## src/rtl/fb_pkg.sv

```systemverilog
// Shared framebuffer geometry, pixel/command types and the fill FSM encoding.
package fb_pkg;
    localparam int unsigned FB_W      = 320;
    localparam int unsigned FB_H      = 240;
    localparam int unsigned FB_ADDR_W = 17;
    localparam int unsigned COORD_W   = 10;
    localparam int unsigned EXT_W     = 11;

    typedef logic [7:0] rgb332_t;

    typedef struct packed {
        logic [COORD_W-1:0] x0;
        logic [COORD_W-1:0] y0;
        logic [COORD_W-1:0] w;
        logic [COORD_W-1:0] h;
        rgb332_t            color;
    } fill_cmd_t;

    typedef enum logic [1:0] {ST_IDLE, ST_CLIP, ST_FILL, ST_DONE} fill_state_t;

    // Constant multiply built from shifts and adds over the set bits of k.
    function automatic logic [31:0] mul_const(input logic [COORD_W-1:0] v, input int unsigned k);
        logic [31:0] acc;
        acc = '0;
        for (int i = 0; i < 22; i++) begin
            if (k[i]) acc = acc + (32'(v) << i);
        end
        return acc;
    endfunction
endpackage

```

## src/rtl/rect_fill_engine_if.sv

```systemverilog
// Command handshake and framebuffer write port of the rectangle fill engine.
interface rect_fill_engine_if import fb_pkg::*; #(
    parameter int unsigned ADDR_W  = 17,
    parameter int unsigned COLOR_W = 8
);
    logic               cmd_valid;
    logic               cmd_ready;
    logic [COORD_W-1:0] cmd_x0;
    logic [COORD_W-1:0] cmd_y0;
    logic [COORD_W-1:0] cmd_w;
    logic [COORD_W-1:0] cmd_h;
    logic [COLOR_W-1:0] cmd_color;
    logic               fb_gnt;
    logic               fb_wea;
    logic [ADDR_W-1:0]  fb_addra;
    logic [COLOR_W-1:0] fb_dina;
    logic               busy;
    logic               done;

    modport master (
        output cmd_valid, cmd_x0, cmd_y0, cmd_w, cmd_h, cmd_color, fb_gnt,
        input  cmd_ready, fb_wea, fb_addra, fb_dina, busy, done
    );
    modport slave (
        input  cmd_valid, cmd_x0, cmd_y0, cmd_w, cmd_h, cmd_color, fb_gnt,
        output cmd_ready, fb_wea, fb_addra, fb_dina, busy, done
    );
endinterface

```

## src/rtl/rect_clip.sv

```systemverilog
// Clips an accepted fill command to the framebuffer; results are valid the cycle after load.
module rect_clip #(
    parameter int unsigned FB_W   = fb_pkg::FB_W,
    parameter int unsigned FB_H   = fb_pkg::FB_H,
    parameter int unsigned ADDR_W = fb_pkg::FB_ADDR_W
) (
    input  logic                       clk,
    input  logic                       reset,
    input  logic                       load,
    input  fb_pkg::fill_cmd_t          cmd,
    output logic [fb_pkg::COORD_W-1:0] x0,
    output logic [fb_pkg::COORD_W-1:0] y0,
    output logic [fb_pkg::EXT_W-1:0]   x_end,
    output logic [fb_pkg::EXT_W-1:0]   y_end,
    output logic [ADDR_W-1:0]          row_base,
    output logic                       empty,
    output fb_pkg::rgb332_t            color
);
    import fb_pkg::*;

    localparam logic [EXT_W-1:0] W_LIM = EXT_W'(FB_W);
    localparam logic [EXT_W-1:0] H_LIM = EXT_W'(FB_H);

    logic [EXT_W-1:0] x_sum;
    logic [EXT_W-1:0] y_sum;

    assign x_sum = EXT_W'(cmd.x0) + EXT_W'(cmd.w);
    assign y_sum = EXT_W'(cmd.y0) + EXT_W'(cmd.h);

    always_ff @(posedge clk or posedge reset) begin
        if (reset) begin
            x0       <= '0;
            y0       <= '0;
            x_end    <= '0;
            y_end    <= '0;
            row_base <= '0;
            empty    <= 1'b0;
            color    <= '0;
        end else if (load) begin
            x0       <= cmd.x0;
            y0       <= cmd.y0;
            x_end    <= (x_sum > W_LIM) ? W_LIM : x_sum;
            y_end    <= (y_sum > H_LIM) ? H_LIM : y_sum;
            row_base <= ADDR_W'(mul_const(cmd.y0, FB_W));
            empty    <= (cmd.w == '0) || (cmd.h == '0) ||
                        (EXT_W'(cmd.x0) >= W_LIM) || (EXT_W'(cmd.y0) >= H_LIM);
            color    <= cmd.color;
        end
    end
endmodule

```

## src/rtl/rect_fill_engine.sv

```systemverilog
// Rectangle fill engine: accepts a fill command, clips it, and streams row-major pixel writes.
module rect_fill_engine #(
    parameter int unsigned FB_W    = fb_pkg::FB_W,
    parameter int unsigned FB_H    = fb_pkg::FB_H,
    parameter int unsigned ADDR_W  = fb_pkg::FB_ADDR_W,
    parameter int unsigned COLOR_W = 8
) (
    input logic               clk,
    input logic               reset,
    rect_fill_engine_if.slave bus
);
    import fb_pkg::*;

    fill_state_t        state;
    fill_cmd_t          cmd_in;
    logic               load;
    logic [COORD_W-1:0] clip_x0;
    logic [COORD_W-1:0] clip_y0;
    logic [EXT_W-1:0]   clip_x_end;
    logic [EXT_W-1:0]   clip_y_end;
    logic [ADDR_W-1:0]  clip_row_base;
    logic               clip_empty;
    rgb332_t            clip_color;
    logic [EXT_W-1:0]   x;
    logic [EXT_W-1:0]   y;
    logic [ADDR_W-1:0]  row_base;
    logic               last_col;
    logic               last_row;

    assign cmd_in   = '{x0: bus.cmd_x0, y0: bus.cmd_y0, w: bus.cmd_w, h: bus.cmd_h,
                        color: rgb332_t'(bus.cmd_color)};
    assign load     = (state == ST_IDLE) && bus.cmd_valid && bus.cmd_ready;
    assign last_col = (x == clip_x_end - EXT_W'(1));
    assign last_row = (y == clip_y_end - EXT_W'(1));

    rect_clip #(.FB_W(FB_W), .FB_H(FB_H), .ADDR_W(ADDR_W)) u_clip (
        .clk      (clk),
        .reset    (reset),
        .load     (load),
        .cmd      (cmd_in),
        .x0       (clip_x0),
        .y0       (clip_y0),
        .x_end    (clip_x_end),
        .y_end    (clip_y_end),
        .row_base (clip_row_base),
        .empty    (clip_empty),
        .color    (clip_color)
    );

    // Outputs are loaded with the values belonging to the state being entered.
    always_ff @(posedge clk or posedge reset) begin
        if (reset) begin
            state         <= ST_IDLE;
            bus.cmd_ready <= 1'b0;
            bus.busy      <= 1'b0;
            bus.done      <= 1'b0;
            bus.fb_wea    <= 1'b0;
            bus.fb_addra  <= '0;
            bus.fb_dina   <= '0;
            x             <= '0;
            y             <= '0;
            row_base      <= '0;
        end else begin
            bus.done <= 1'b0;
            case (state)
                ST_IDLE: begin
                    if (load) begin
                        state         <= ST_CLIP;
                        bus.cmd_ready <= 1'b0;
                        bus.busy      <= 1'b1;
                    end else begin
                        bus.cmd_ready <= 1'b1;
                    end
                end
                ST_CLIP: begin
                    if (clip_empty) begin
                        state    <= ST_DONE;
                        bus.done <= 1'b1;
                    end else begin
                        state        <= ST_FILL;
                        bus.fb_wea   <= 1'b1;
                        bus.fb_addra <= clip_row_base + ADDR_W'(clip_x0);
                        bus.fb_dina  <= COLOR_W'(clip_color);
                        x            <= EXT_W'(clip_x0);
                        y            <= EXT_W'(clip_y0);
                        row_base     <= clip_row_base;
                    end
                end
                ST_FILL: begin
                    if (bus.fb_gnt) begin
                        if (last_col && last_row) begin
                            state      <= ST_DONE;
                            bus.fb_wea <= 1'b0;
                            bus.done   <= 1'b1;
                        end else if (last_col) begin
                            x            <= EXT_W'(clip_x0);
                            y            <= y + EXT_W'(1);
                            row_base     <= row_base + ADDR_W'(FB_W);
                            bus.fb_addra <= row_base + ADDR_W'(FB_W) + ADDR_W'(clip_x0);
                        end else begin
                            x            <= x + EXT_W'(1);
                            bus.fb_addra <= bus.fb_addra + ADDR_W'(1);
                        end
                    end
                end
                ST_DONE: begin
                    state         <= ST_IDLE;
                    bus.busy      <= 1'b0;
                    bus.cmd_ready <= 1'b1;
                end
            endcase
        end
    end
endmodule

```

## src/flat_wrapper.sv

```systemverilog
// flat-port wrapper written by rule: the top's interface ports become plain ports
module rect_fill_engine_flat import fb_pkg::*;
#(
    parameter int unsigned FB_W    = fb_pkg::FB_W,
    parameter int unsigned FB_H    = fb_pkg::FB_H,
    parameter int unsigned ADDR_W  = fb_pkg::FB_ADDR_W,
    parameter int unsigned COLOR_W = 8
)
  (clk, reset, bus_cmd_valid, bus_cmd_x0, bus_cmd_y0, bus_cmd_w, bus_cmd_h, bus_cmd_color, bus_fb_gnt, bus_cmd_ready, bus_fb_wea, bus_fb_addra, bus_fb_dina, bus_busy, bus_done);
  rect_fill_engine_if #(.ADDR_W(ADDR_W), .COLOR_W(COLOR_W)) bus_i ();
  input logic clk;
  input logic reset;
  input wire logic [$bits(bus_i.cmd_valid)-1:0] bus_cmd_valid;
  input wire logic [$bits(bus_i.cmd_x0)-1:0] bus_cmd_x0;
  input wire logic [$bits(bus_i.cmd_y0)-1:0] bus_cmd_y0;
  input wire logic [$bits(bus_i.cmd_w)-1:0] bus_cmd_w;
  input wire logic [$bits(bus_i.cmd_h)-1:0] bus_cmd_h;
  input wire logic [$bits(bus_i.cmd_color)-1:0] bus_cmd_color;
  input wire logic [$bits(bus_i.fb_gnt)-1:0] bus_fb_gnt;
  output wire logic [$bits(bus_i.cmd_ready)-1:0] bus_cmd_ready;
  output wire logic [$bits(bus_i.fb_wea)-1:0] bus_fb_wea;
  output wire logic [$bits(bus_i.fb_addra)-1:0] bus_fb_addra;
  output wire logic [$bits(bus_i.fb_dina)-1:0] bus_fb_dina;
  output wire logic [$bits(bus_i.busy)-1:0] bus_busy;
  output wire logic [$bits(bus_i.done)-1:0] bus_done;
  assign bus_i.cmd_valid = bus_cmd_valid;
  assign bus_i.cmd_x0 = bus_cmd_x0;
  assign bus_i.cmd_y0 = bus_cmd_y0;
  assign bus_i.cmd_w = bus_cmd_w;
  assign bus_i.cmd_h = bus_cmd_h;
  assign bus_i.cmd_color = bus_cmd_color;
  assign bus_i.fb_gnt = bus_fb_gnt;
  assign bus_cmd_ready = bus_i.cmd_ready;
  assign bus_fb_wea = bus_i.fb_wea;
  assign bus_fb_addra = bus_i.fb_addra;
  assign bus_fb_dina = bus_i.fb_dina;
  assign bus_busy = bus_i.busy;
  assign bus_done = bus_i.done;
  rect_fill_engine #(.FB_W(FB_W), .FB_H(FB_H), .ADDR_W(ADDR_W), .COLOR_W(COLOR_W)) u_core (.clk(clk), .reset(reset), .bus(bus_i));
endmodule
```

## config.mk

```make
export PLATFORM = sky130hd
export DESIGN_NAME = rect_fill_engine_flat
export DESIGN_NICKNAME = d
export VERILOG_FILES = /design/src/rtl/fb_pkg.sv /design/src/rtl/rect_fill_engine_if.sv /design/src/rtl/rect_clip.sv /design/src/rtl/rect_fill_engine.sv /design/src/flat_wrapper.sv
export SDC_FILE = /design/constraint.sdc
export NUM_CORES = 1
export LEC_CHECK = 0
export BUFFER_PORTS_ARGS = -buffer_cell sky130_fd_sc_hd__buf_2
export CAP_MARGIN = 20
export CELL_PAD_IN_SITES_DETAIL_PLACEMENT = 1
export CELL_PAD_IN_SITES_GLOBAL_PLACEMENT = 1
export CORE_ASPECT_RATIO = 2
export CORE_MARGIN = 10
export CORE_UTILIZATION = 50
export CTS_CLUSTER_SIZE = 14
export DETAILED_ROUTE_END_ITERATION = 7
export PLACE_DENSITY = 0.86
export REMOVE_ABC_BUFFERS = 1
export SYNTH_ARGS = -nofsm -noshare
export SYNTH_HDL_FRONTEND = slang
export SYNTH_HIERARCHICAL = 1
export SYNTH_SLANG_ARGS = --single-unit
```

## constraint.sdc

```tcl
create_clock -name clk -period 9.6 [get_ports clk]
set_input_delay 1.44 -clock clk [delete_from_list [all_inputs] [get_ports clk]]
set_output_delay 1.44 -clock clk [all_outputs]
set_load 0.02 [all_outputs]
```

==> results of run 1 <==
sequential cells by signal, summed over array words and instances, names as in the netlist:
| register | cells |
|---|---|
| u_core/bus.done | 1 |
| u_core/state | 2 |
| u_core/bus.fb_dina | 8 |
| u_core/u_clip/x_end | 11 |
| u_core/bus.fb_wea | 1 |
| u_core/u_clip/x0 | 10 |
| u_core/bus.fb_addra | 17 |
| u_core/u_clip/row_base | 9 |
| u_core/u_clip/y_end | 11 |
| u_core/u_clip/empty | 1 |
| u_core/x | 11 |
| u_core/bus.busy | 1 |
| u_core/u_clip/color | 8 |
| u_core/u_clip/y0 | 10 |
| u_core/bus.cmd_ready | 1 |
| u_core/y | 11 |
| u_core/row_base | 17 |
kinds of logic (layout without fill, tap and decap cells):
group / count (synthesis) / after routing
flip-flops: 130 / 130
AND/OR/NAND/NOR: 332 / 332
XOR/XNOR: 88 / 88
adder cells (fa/ha/maj): 64 / 64
other: 1 / 6
multiplexers: 68 / 68
AO/OA/AOI/OAI: 297 / 297
buffers and inverters: 114 / 176
cell type report:
class	count	area [sq um]	area share (%)
timing repair buffer	87	473.0	4.294
tap	259	324.1	2.943
clock inverter	14	156.4	1.420
clock buffer	17	425.4	3.863
inverter	58	217.7	1.977
sequential	130	3253	29.54
multi-input combinational	855	6163	55.96
where the power goes:
part | total (W) | switching [W] | internal (W)
clock | 0.000654 | 0.000271 | 0.000384
sequential | 0.000688 | 0.0000883 | 0.000600
combinational | 0.000499 | 0.000294 | 0.000204
total | 0.00184 | 0.000654 | 0.00119
stage by stage:
| stage | area (sq um) | cells | power [W] | hold slack, ns |
|---|---|---|---|---|
| after floorplan | 9632 | 1043 | 0.001019 | 0.4660 |
| after global placement | 10400 | 1387 | 0.001162 | 0.4831 |
| after detailed placement | 10400 | 1388 | 0.001184 | 0.4897 |
| after CTS | 10990 | 1419 | 0.001852 | 0.4982 |
| after global routing | 11010 | 1420 | 0.001934 | 0.5257 |
| final | 11010 | 1420 | 0.001842 | 0.5009 |
how the worst min path moves through the flow:
stage,startpoint,cells after the start,endpoint,slack [ns]
after global routing,u_core/u_clip/color[6]$_DFFE_PP0P_,1,u_core/bus.fb_dina[6]$_DFFE_PP0P_,0.53
after CTS,u_core/u_clip/color[6]$_DFFE_PP0P_,1,u_core/bus.fb_dina[6]$_DFFE_PP0P_,0.50
after floorplan,u_core/u_clip/y0[2]$_DFFE_PP0P_,2,u_core/y[2]$_DFFE_PP0P_,0.47
after detailed placement,u_core/row_base[3]$_DFFE_PP0P_,1,u_core/row_base[3]$_DFFE_PP0P_,0.49
final,u_core/u_clip/color[6]$_DFFE_PP0P_,1,u_core/bus.fb_dina[6]$_DFFE_PP0P_,0.50
after global placement,u_core/u_clip/color[4]$_DFFE_PP0P_,1,u_core/bus.fb_dina[4]$_DFFE_PP0P_,0.48
per-layer routing:
| metal | routed length (microns) | vias to the layer above | track usage, % |
|---|---|---|---|
| met5 | 0 | - | 0 |
| met4 | 2840 | 0 | 21.91 |
| met3 | 974 | 151 | 3.857 |
| met2 | 18780 | 265 | 48.71 |
| met1 | 10560 | 4546 | 21.81 |
| li1 | - | 4125 | - |
worst reg2reg max path: stages, from the launching register on:
cell and delay [ns]:
sky130_fd_sc_hd__dfrtp_1 0.43, sky130_fd_sc_hd__inv_1 0.07, sky130_fd_sc_hd__ha_1 0.33, sky130_fd_sc_hd__nand2b_1 0.22, sky130_fd_sc_hd__a21boi_0 0.23, sky130_fd_sc_hd__o31ai_1 0.14, sky130_fd_sc_hd__or3_1 0.50, sky130_fd_sc_hd__nor4_4 0.23
sky130_fd_sc_hd__buf_4 0.28, sky130_fd_sc_hd__nand2b_1 0.40, sky130_fd_sc_hd__a21oi_4 0.60, sky130_fd_sc_hd__mux2_2 0.41
placed cells by master (no fill, tap or decap), drive strengths merged, types with 8 or more instances in the layout:
cell type	netlist	layout
dfrtp	130	130
buf	28	87
nand2	80	80
nor2	74	74
a21oi	67	67
inv	57	61
ha	59	59
o21ai	56	56
xnor2	54	54
mux2	51	51
nand3	41	41
nor3	38	38
xor2	34	34
a211oi	22	22
clkbuf	28	17
mux2i	17	17
nand4	14	14
a21o	14	14
nor4	13	13
a31oi	12	12
o211ai	12	12
and3	12	12
nor2b	11	11
o31ai	11	11
and2	9	9
a22o	9	9
nand2b	8	8
a2bb2oi	8	8
o21bai	8	8
o2bb2ai	8	8
==> metrics.cfg, run 1 <==
[setup_path]
cp_num_cells = 11
critical_path.max_stage_delay_ns = 0.60
reg2reg_to = u_core/row_base[8]$_DFFE_PP0P_
critPathRequiredTime_ns = 9.93
cp_cell_sequence = inv_1 > ha_1 > nand2b_1 > a21boi_0 > o31ai_1 > or3_1 > nor4_4 > buf_4 > nand2b_1 > a21oi_4 > mux2_2
critPathLaunchType = register
worstSetupEndpointType = register
crit_path_top_delay_cell = sky130_fd_sc_hd__a21oi_4
critPathKind = register to register
timing.reg2reg.worst_path_depth = 11
critPathMostFrequentCell = sky130_fd_sc_hd__nand2b_1
critPathTopFamily = simple AND/OR/NAND/NOR gates
worst-path-max-fanout = 16
critPathLaunch = u_core/u_clip/x_end[0]$_DFFE_PP0P_
setup.worst_path.end = u_core/row_base[8]$_DFFE_PP0P_
timing.critical_path.buf_inv = 2
crit_arrival_ns = 4.29
reg_to_reg_slack_setup_ns = 5.63
r2r_start = u_core/u_clip/x_end[0]$_DFFE_PP0P_

[synth]
synth_area_leaders = sky130_fd_sc_hd__dfrtp_1 (33%), sky130_fd_sc_hd__ha_1 (7.5%), sky130_fd_sc_hd__mux2_2 (5.6%)
synth_compound_gate_area_share_pct = 21.26
xor_and_xnor_area_share_after_synthesis_pct = 7.792
mappedNetlistArea_sq_mm = 0.009892
synth.yosys.seq_area_share_pct = 32.89
synth_seq_cells = 130
synth_top_family_by_area = compound AO/OA/AOI/OAI gates
synth_most_common_cell = sky130_fd_sc_hd__dfrtp_1
synth_adder_area_share_pct = 8.475
top_reg_cell_synth = sky130_fd_sc_hd__dfrtp_1
synthDominantAreaCellType = sky130_fd_sc_hd__dfrtp_1
synth.cells.most_frequent = sky130_fd_sc_hd__dfrtp_1 (130), sky130_fd_sc_hd__nand2_1 (79), sky130_fd_sc_hd__nor2_1 (73)
yosysWarningCount = 6
synth_area_per_cell_sq_um = 9.042
synth_enable_flop_cells = 0
synth_async_sr_flop_share_pct = 100.0
syn_inst = 1094
yosys.cell_types.count = 87
synth_largest_type_area_fraction_pct = 32.89
muxShareOfSynthArea_pct = 7.526
synthSimpleGateAreaFrac_pct = 17.00

[sta]
final.period_utilization_pct = 41.31
worstMarginPinSlew_ns = 1.034
timing.final.crit_period_ns = 3.966
finalSetupViolations = 0
timing.final.max_slew_violations = 0
setup-tns-final_ns = 0
fmax_ghz = 0.2521
layout_setup_ws_ns = 5.634
rsz0062_at_grt = no
worst_slew_margin_rel_pct = 30.65
skew_ns = 0.009618
finalHoldViolations = 0

[floorplanning]
die_h_microns = 218.9
core_ar_sq_mm = 0.01937
io_pins = 81
die_width_microns = 119.5
die_area_sq_mm = 0.02615
row_count = 72
initial_core_util_pct = 51.07

[grt]
via_count_of_the_first_global_routing_pass = 10070
grt_start_max_net_pins = 71
first_pass_grt_wire_length_mm = 52.73
groute.usage.overall_pct = 25.31
grt_antenna_before_repair = 0
globalRouteOverflowTotal = 0

[pwr]
max-vdd-ir-drop_v = 0.00008644
power_density_mw_per_mm2 = 167.2
leakage_nw = 4.985

[clocking]
cts-buffers-inserted = 17
clk_path_buf_depth = 2
postCtsSetupBuffers = 0
cts_tree = built
post_cts_hold_buffer_count = 0
path_clk_slew_ns = 0.06
cts-resized-gates = 0
clkLatencyLatePin_ns = 0.44
h_tree_depth = 4
cts.sink_count = 130
root_buffer_cell = sky130_fd_sc_hd__clkbuf_16

[detailed_routing]
drt_drc_violations_left = 0
vias_per_cell = 6.399
vias = 9087
detailedRoute.firstIterationViolations = 513
wl_mm = 33.15
detail_route.wl_per_cell_microns = 23.35
antenna_violating_nets_post_route = 0
drt-pass1-iter-count = 5

[placement]
port-buffer-count = 80
post-place-ws_ns = 5.521
routabilityCongestion = 0.9086
sum_of_net_half_perimeters_after_detailed_placement_mm = 24.45

[min_path]
holdCritPathClass = register to register

[layout]
postLayoutCoreUtil_pct = 56.86
final_net_count = 1265
drive_above_1_share_pct = 16.88
num_antenna_cells = 0
layout-area-overhead-vs-synth_pct = 11.33
fill_cells = 2265

[run]
max_cap_viol_count = 0

[outcome]
status = finished clean

No activity file was read; power rests on OpenSTA's default activity.
==> run 2, diff against run 1 <==
--- a/config.mk
+++ b/config.mk
@@ -11,10 +11,10 @@
 export CELL_PAD_IN_SITES_GLOBAL_PLACEMENT = 1
 export CORE_ASPECT_RATIO = 2
 export CORE_MARGIN = 10
-export CORE_UTILIZATION = 50
+export CORE_UTILIZATION = 43
 export CTS_CLUSTER_SIZE = 14
 export DETAILED_ROUTE_END_ITERATION = 7
-export PLACE_DENSITY = 0.86
+export PLACE_DENSITY = 0.79
 export REMOVE_ABC_BUFFERS = 1
 export SYNTH_ARGS = -nofsm -noshare
 export SYNTH_HDL_FRONTEND = slang
==> constraint.sdc (replaced) <==
create_clock -name clk -period 3.2 [get_ports clk]
set_input_delay 0.48 -clock clk [delete_from_list [all_inputs] [get_ports clk]]
set_output_delay 0.48 -clock clk [all_outputs]
set_load 0.02 [all_outputs]
==> run 2 against run 1 <==
Compared with the run above:
- register-to-register slack got worse by 5.6 ns
- sequential cell count unchanged
- clock power increased to 3.2 times the previous value
- non-clock buffer count increased by 41
- combinational power increased to 3.2 times the previous value
- die area increased by 14%
==> metrics.cfg, run 2 (same netlist as run 1, synthesis figures left out) <==
[grt]
globalRouteOverflowTotal = 0
via_count_of_the_first_global_routing_pass = 10008
groute.usage.overall_pct = 23.77
grt_start_max_net_pins = 49
first_pass_grt_wire_length_mm = 55.04
grt_antenna_before_repair = 0

[pwr]
power_density_mw_per_mm2 = 498.5
leakage_nw = 5.243
max-vdd-ir-drop_v = 0.0004530

[sta]
fmax_ghz = 0.3201
final.period_utilization_pct = 97.62
finalSetupViolations = 0
worstMarginPinSlew_ns = 0.8569
timing.final.max_slew_violations = 0
skew_ns = 0.01173
finalHoldViolations = 0
timing.final.crit_period_ns = 3.124
worst_slew_margin_rel_pct = 42.87

[layout]
top_regs = u_core/bus.fb_addra: 17 flops, u_core/row_base: 17 flops
most-common-layout-cells = sky130_fd_sc_hd__dfrtp_1 (128), sky130_fd_sc_hd__buf_2 (80), sky130_fd_sc_hd__nand2_1 (79)
layout_commonest_cell = sky130_fd_sc_hd__dfrtp_1
postLayoutCoreUtil_pct = 50.92
layout-area-overhead-vs-synth_pct = 16.54
finalInstanceArea_sq_mm = 0.01153
drive_above_1_share_pct = 21.11
num_antenna_cells = 0
final_net_count = 1306

[floorplanning]
io_pins = 81
row_count = 78
core_ar_sq_mm = 0.02264
die_area_sq_mm = 0.02984
die_width_microns = 127.3
initial_core_util_pct = 43.69
die_h_microns = 234.5

[setup_path]
worstSetupEndpointType = register
critPathLaunch = u_core/u_clip/x_end[3]$_DFFE_PP0P_
critPathRequiredTime_ns = 3.53
critPathKind = register to register
r2r_start = u_core/u_clip/x_end[3]$_DFFE_PP0P_
crit_arrival_ns = 3.46
worst-path-max-fanout = 44
critPathLaunchType = register

[clocking]
h_tree_depth = 4
cts-buffers-inserted = 17
path_clk_slew_ns = 0.06
cts_tree = built
cts.sink_count = 130
clkLatencyLatePin_ns = 0.45
clk_path_buf_depth = 2
post_cts_hold_buffer_count = 0
root_buffer_cell = sky130_fd_sc_hd__clkbuf_16

[detailed_routing]
vias_per_cell = 6.146
detailedRoute.firstIterationViolations = 514
drt_drc_violations_left = 0
detail_route.wl_per_cell_microns = 23.89
drt-pass1-iter-count = 5
antenna_violating_nets_post_route = 0
wl_mm = 35.44
vias = 9115

[placement]
port-buffer-count = 80
routabilityCongestion = 0.9491
sum_of_net_half_perimeters_after_detailed_placement_mm = 27.26
placed_area_sq_mm = 0.01078

[run]
max_cap_viol_count = 0

[outcome]
status = finished clean

[min_path]
holdCritPathClass = input pin to asynchronous set/reset pin

run 2: cell types whose count changed in the layout (fill, tap and decap cells not counted), moves of 3 or more:
cell,delta
sky130_fd_sc_hd__buf_4,+35
sky130_fd_sc_hd__buf_12,+5
sky130_fd_sc_hd__nor3_1,-3
sky130_fd_sc_hd__nor3_2,+3
run 2: worst max-delay path, cell delays in order (launching register included):
cell,delay (ns)
sky130_fd_sc_hd__dfrtp_2,0.44
sky130_fd_sc_hd__or4_4,0.53
sky130_fd_sc_hd__or4_1,0.44
sky130_fd_sc_hd__o21ai_2,0.11
sky130_fd_sc_hd__a221oi_4,0.11
sky130_fd_sc_hd__nor4_4,0.29
sky130_fd_sc_hd__buf_4,0.19
sky130_fd_sc_hd__buf_8,0.17
sky130_fd_sc_hd__a31o_2,0.19
sky130_fd_sc_hd__buf_12,0.22
sky130_fd_sc_hd__nor3b_1,0.08
sky130_fd_sc_hd__a211o_1,0.23
run 2: power breakdown:
| group | internal [W] | total, W | switching, W |
|---|---|---|---|
| sequential | 0.00180 | 0.00209 | 0.000294 |
| clock | 0.00126 | 0.00208 | 0.000820 |
| combinational | 0.000658 | 0.00158 | 0.000917 |
run 2: repair_timing:
action | 4_1_cts | 5_1_grt
setup endpoints to repair | 32 | 52
buffers inserted | 2 | 2
gates cloned | 0 | 0
gates resized for setup | 5 | 19
pin swaps | 2 | 2
run 2: per-stage QoR:
stage               power, W  hold WS [ns]  setup WS [ns]  TNS (ns)  cells
global placement    0.003557        0.4839        0.03528         0   1446
global route        0.006030        0.1684       -0.02804  -0.04252   1483
finish              0.005747        0.1488        0.07613         0   1483
floorplan           0.003058        0.4660        -0.2808    -3.470   1043
CTS                 0.005747        0.1386        0.01677         0   1481
detailed placement  0.003622        0.4891        -0.1117    -1.128   1447
run 2: layout make-up:
type	count	area [sq um]
clock buffers	19	442.9
clock inverters	13	172.7
fillers	2685	11110
inverters	58	217.7
multi-input cells	855	6251
flip-flops and latches	130	3256
well taps	280	350.3
repair buffers	128	838.3
run 2: metal layers:
metal | up-vias | wire, microns | track usage [%]
met3 | 134 | 813 | 4.056
li1 | 4204 | - | -
met4 | 0 | 3257 | 20.73
met2 | 210 | 20150 | 46.26
met5 | - | 0 | 0
met1 | 4567 | 11210 | 19.86
run 2: path summary, 6_finish.rpt:
| kind | cells after the start | endpoint | slack (ns) |
|---|---|---|---|
| hold reg to reg | 1 | u_core/bus.fb_dina[4]$_DFFE_PP0P_ | 0.50 |
| hold / removal | 2 | u_core/u_clip/x_end[6]$_DFFE_PP0P_ | 0.15 |
| setup reg to reg | 11 | u_core/x[0]$_DFFE_PP0P_ | 0.08 |
| setup / recovery | 11 | u_core/x[0]$_DFFE_PP0P_ | 0.08 |
| min in group clk | 2 | u_core/u_clip/color[6]$_DFFE_PP0P_ | 0.27 |
| max in group asynchronous | 4 | u_core/u_clip/color[4]$_DFFE_PP0P_ | 2.25 |
==> run 3, diff against run 2 <==
--- a/config.mk
+++ b/config.mk
@@ -5,16 +5,17 @@
 export SDC_FILE = /design/constraint.sdc
 export NUM_CORES = 1
 export LEC_CHECK = 0
+export ABC_AREA = 0
 export BUFFER_PORTS_ARGS = -buffer_cell sky130_fd_sc_hd__buf_2
 export CAP_MARGIN = 20
 export CELL_PAD_IN_SITES_DETAIL_PLACEMENT = 1
 export CELL_PAD_IN_SITES_GLOBAL_PLACEMENT = 1
 export CORE_ASPECT_RATIO = 2
-export CORE_MARGIN = 10
-export CORE_UTILIZATION = 43
+export CORE_MARGIN = 2
+export CORE_UTILIZATION = 50
 export CTS_CLUSTER_SIZE = 14
 export DETAILED_ROUTE_END_ITERATION = 7
-export PLACE_DENSITY = 0.79
+export PLACE_DENSITY = 0.86
 export REMOVE_ABC_BUFFERS = 1
 export SYNTH_ARGS = -nofsm -noshare
 export SYNTH_HDL_FRONTEND = slang
==> constraint.sdc (replaced) <==
create_clock -name clk -period 3.6 [get_ports clk]
set_input_delay 0.54 -clock clk [delete_from_list [all_inputs] [get_ports clk]]
set_output_delay 0.54 -clock clk [all_outputs]
set_load 0.02 [all_outputs]
==> run 3 against run 2 <==
Compared with the run above:
- clock-buffer cell count rose by 1
- clock skew fell by 0.0027 ns
- fmax fell by 8.2%
- utilization increased by 7.2 points
- sequential share of layout area up 0.67 points
- sequential cell count unchanged
- wire length down 1.3%
- first-iteration DRC count decreased by 24%
- worst hold slack lost 0.12 ns
- sequential power shrank 12%
- setup slack gained 0.12 ns
- largest cell class unchanged
==> metrics.cfg, run 3 (same netlist as run 1, synthesis figures left out) <==
[setup_path]
timing.reg2reg.worst_path_depth = 9
critPathKind = register to register
r2r_start = u_core/u_clip/x_end[3]$_DFFE_PP0P_
reg2reg_to = u_core/bus.fb_addra[4]$_DFFE_PP0P_
reg_to_reg_slack_setup_ns = 0.20
critPathRequiredTime_ns = 3.90
critPathTopFamily = simple AND/OR/NAND/NOR gates
crit_arrival_ns = 3.70
critical_path.max_stage_delay_ns = 0.57
worstSetupEndpointType = register
timing.critical_path.buf_inv = 2
cp_cell_sequence = or4_4 > o311a_1 > nor3_1 > nor4_4 > buf_4 > a31o_2 > buf_12 > a211oi_1 > a21oi_1
crit_path_top_delay_cell = sky130_fd_sc_hd__or4_4
worst-path-max-fanout = 44
critPathLaunchType = register

[layout]
final_net_count = 1289
num_antenna_cells = 0
finalInstanceArea_sq_mm = 0.01125
layout_commonest_cell = sky130_fd_sc_hd__dfrtp_1
top_regs = u_core/bus.fb_addra: 17 flops, u_core/row_base: 17 flops
fill_cells = 2268
layout-area-overhead-vs-synth_pct = 13.75
final-instance-count-excl-fill = 1445
most-common-layout-cells = sky130_fd_sc_hd__dfrtp_1 (130), sky130_fd_sc_hd__buf_2 (80), sky130_fd_sc_hd__nand2_1 (79)
drive_above_1_share_pct = 18.80

[pwr]
combinationalPowerShare_pct = 27.4
swShare_pct = 34.68
power.share.clock_pct = 36.0
netSwitchingPower_w = 0.001743
power.sequential.fraction_pct = 36.7
leakage_nw = 5.119
max-vdd-ir-drop_v = 0.0003056
power_density_mw_per_mm2 = 446.6
cellInternalPower_w = 0.003282

[clocking]
clkLatencyLatePin_ns = 0.44
cts-buffers-inserted = 17
cts_tree = built
cts.sink_count = 130
path_clk_slew_ns = 0.06
h_tree_depth = 4
clk_path_buf_depth = 2
root_buffer_cell = sky130_fd_sc_hd__clkbuf_16

[floorplanning]
initial_core_util_pct = 51.07
core_ar_sq_mm = 0.01937
die_h_microns = 202.9
io_pins = 81
die_area_sq_mm = 0.02099
die_width_microns = 103.5
row_count = 72

[placement]
routabilityCongestion = 0.9369
sum_of_net_half_perimeters_after_detailed_placement_mm = 26.18
placed_area_sq_mm = 0.01059
port-buffer-count = 80
placed_cells_incl_taps = 1410
post-place-ws_ns = 0.06719

[grt]
grt_antenna_before_repair = 0
groute.usage.overall_pct = 34.83
grt_start_max_net_pins = 48
via_count_of_the_first_global_routing_pass = 10134
first_pass_grt_wire_length_mm = 54.77
globalRouteOverflowTotal = 0

[min_path]
holdCritPathClass = input pin to asynchronous set/reset pin

[detailed_routing]
drt-pass1-iter-count = 5
vias_per_cell = 6.370
antenna_violating_nets_post_route = 0
detailedRoute.firstIterationViolations = 393
vias = 9205
drt_drc_violations_left = 0
wl_mm = 34.99
detail_route.wl_per_cell_microns = 24.21

[sta]
final.period_utilization_pct = 94.54
worst_slew_margin_rel_pct = 43.76
fmax_ghz = 0.2938
layout_setup_ws_ns = 0.1967
finalSetupViolations = 0
timing.final.max_slew_violations = 0
setup-tns-final_ns = 0
skew_ns = 0.009032
rsz0062_at_grt = no
worstMarginPinSlew_ns = 0.8423
worst_slack_on_hold_paths_ns = 0.03303
timing.final.crit_period_ns = 3.403
finalHoldViolations = 0

[run]
max_cap_viol_count = 0

[outcome]
status = finished clean

run 3: cell types whose count changed in the layout (fill, tap and decap cells not counted), sizes merged:
cell / change
clkinvlp: +1
clkbuf: +1
buf: -17
inv: -4
clkinv: +2
run 3: metrics by stage:
stage,total power (W),util [%]
6_report,0.005025,58.09
5_1_grt,0.005253,58.09
4_1_cts,0.005029,57.87
3_5_place_dp,0.003186,54.70
3_3_place_gp,0.003121,54.70
2_1_floorplan,0.002718,-
run 3: power by group through the flow:
stage / Clock (W) / Combinational, W / Sequential (W)
2_1_floorplan: 0 / 0.000857 / 0.00186
3_3_place_gp: 0 / 0.00127 / 0.00185
3_5_place_dp: 0 / 0.00133 / 0.00185
4_1_cts: 0.00183 / 0.00136 / 0.00184
5_1_grt: 0.00190 / 0.00149 / 0.00187
6_report: 0.00181 / 0.00138 / 0.00184
run 3: final cells by class:
| type | count | area (sq um) | area share [%] |
|---|---|---|---|
| repair buffers | 111 | 670.6 | 5.960 |
| clock inverters | 12 | 155.1 | 1.379 |
| clock buffers | 20 | 456.7 | 4.059 |
| well taps | 259 | 324.1 | 2.880 |
| multi-input cells | 855 | 6175 | 54.88 |
| inverters | 58 | 217.7 | 1.935 |
| flip-flops and latches | 130 | 3253 | 28.91 |
run 3: worst max-delay path by stage:
stage,start,to,slack (ns),cells after the start
after floorplan,u_core/u_clip/x_end[2]$_DFFE_PP0P_,u_core/row_base[15]$_DFFE_PP0P_,0.12,8
after global placement,u_core/u_clip/x_end[0]$_DFFE_PP0P_,u_core/y[6]$_DFFE_PP0P_,0.27,10
after detailed placement,u_core/u_clip/x_end[0]$_DFFE_PP0P_,u_core/bus.fb_addra[4]$_DFFE_PP0P_,0.07,11
after CTS,u_core/u_clip/x_end[0]$_DFFE_PP0P_,u_core/x[0]$_DFFE_PP0P_,0.15,12
after global routing,u_core/u_clip/x_end[3]$_DFFE_PP0P_,u_core/bus.fb_addra[13]$_DFFE_PP0P_,0.03,9
final,u_core/u_clip/x_end[3]$_DFFE_PP0P_,u_core/bus.fb_addra[4]$_DFFE_PP0P_,0.20,9
run 3: routing by layer:
metal	vias up	global-route usage (%)	wire length [microns]
met2	295	62.07	18960
met1	4589	32.43	11180
met5	-	0	0
met3	166	5.680	1192
li1	4155	-	-
met4	0	30.50	3656
run 3: repair_timing:
action,in CTS,in global routing
hold buffers,0,0
endpoints found under the setup margin,1,12
gates cloned,0,0
hold endpoints to repair,0,0
gates resized for setup,1,2
setup buffers,0,2
pin swaps,0,2
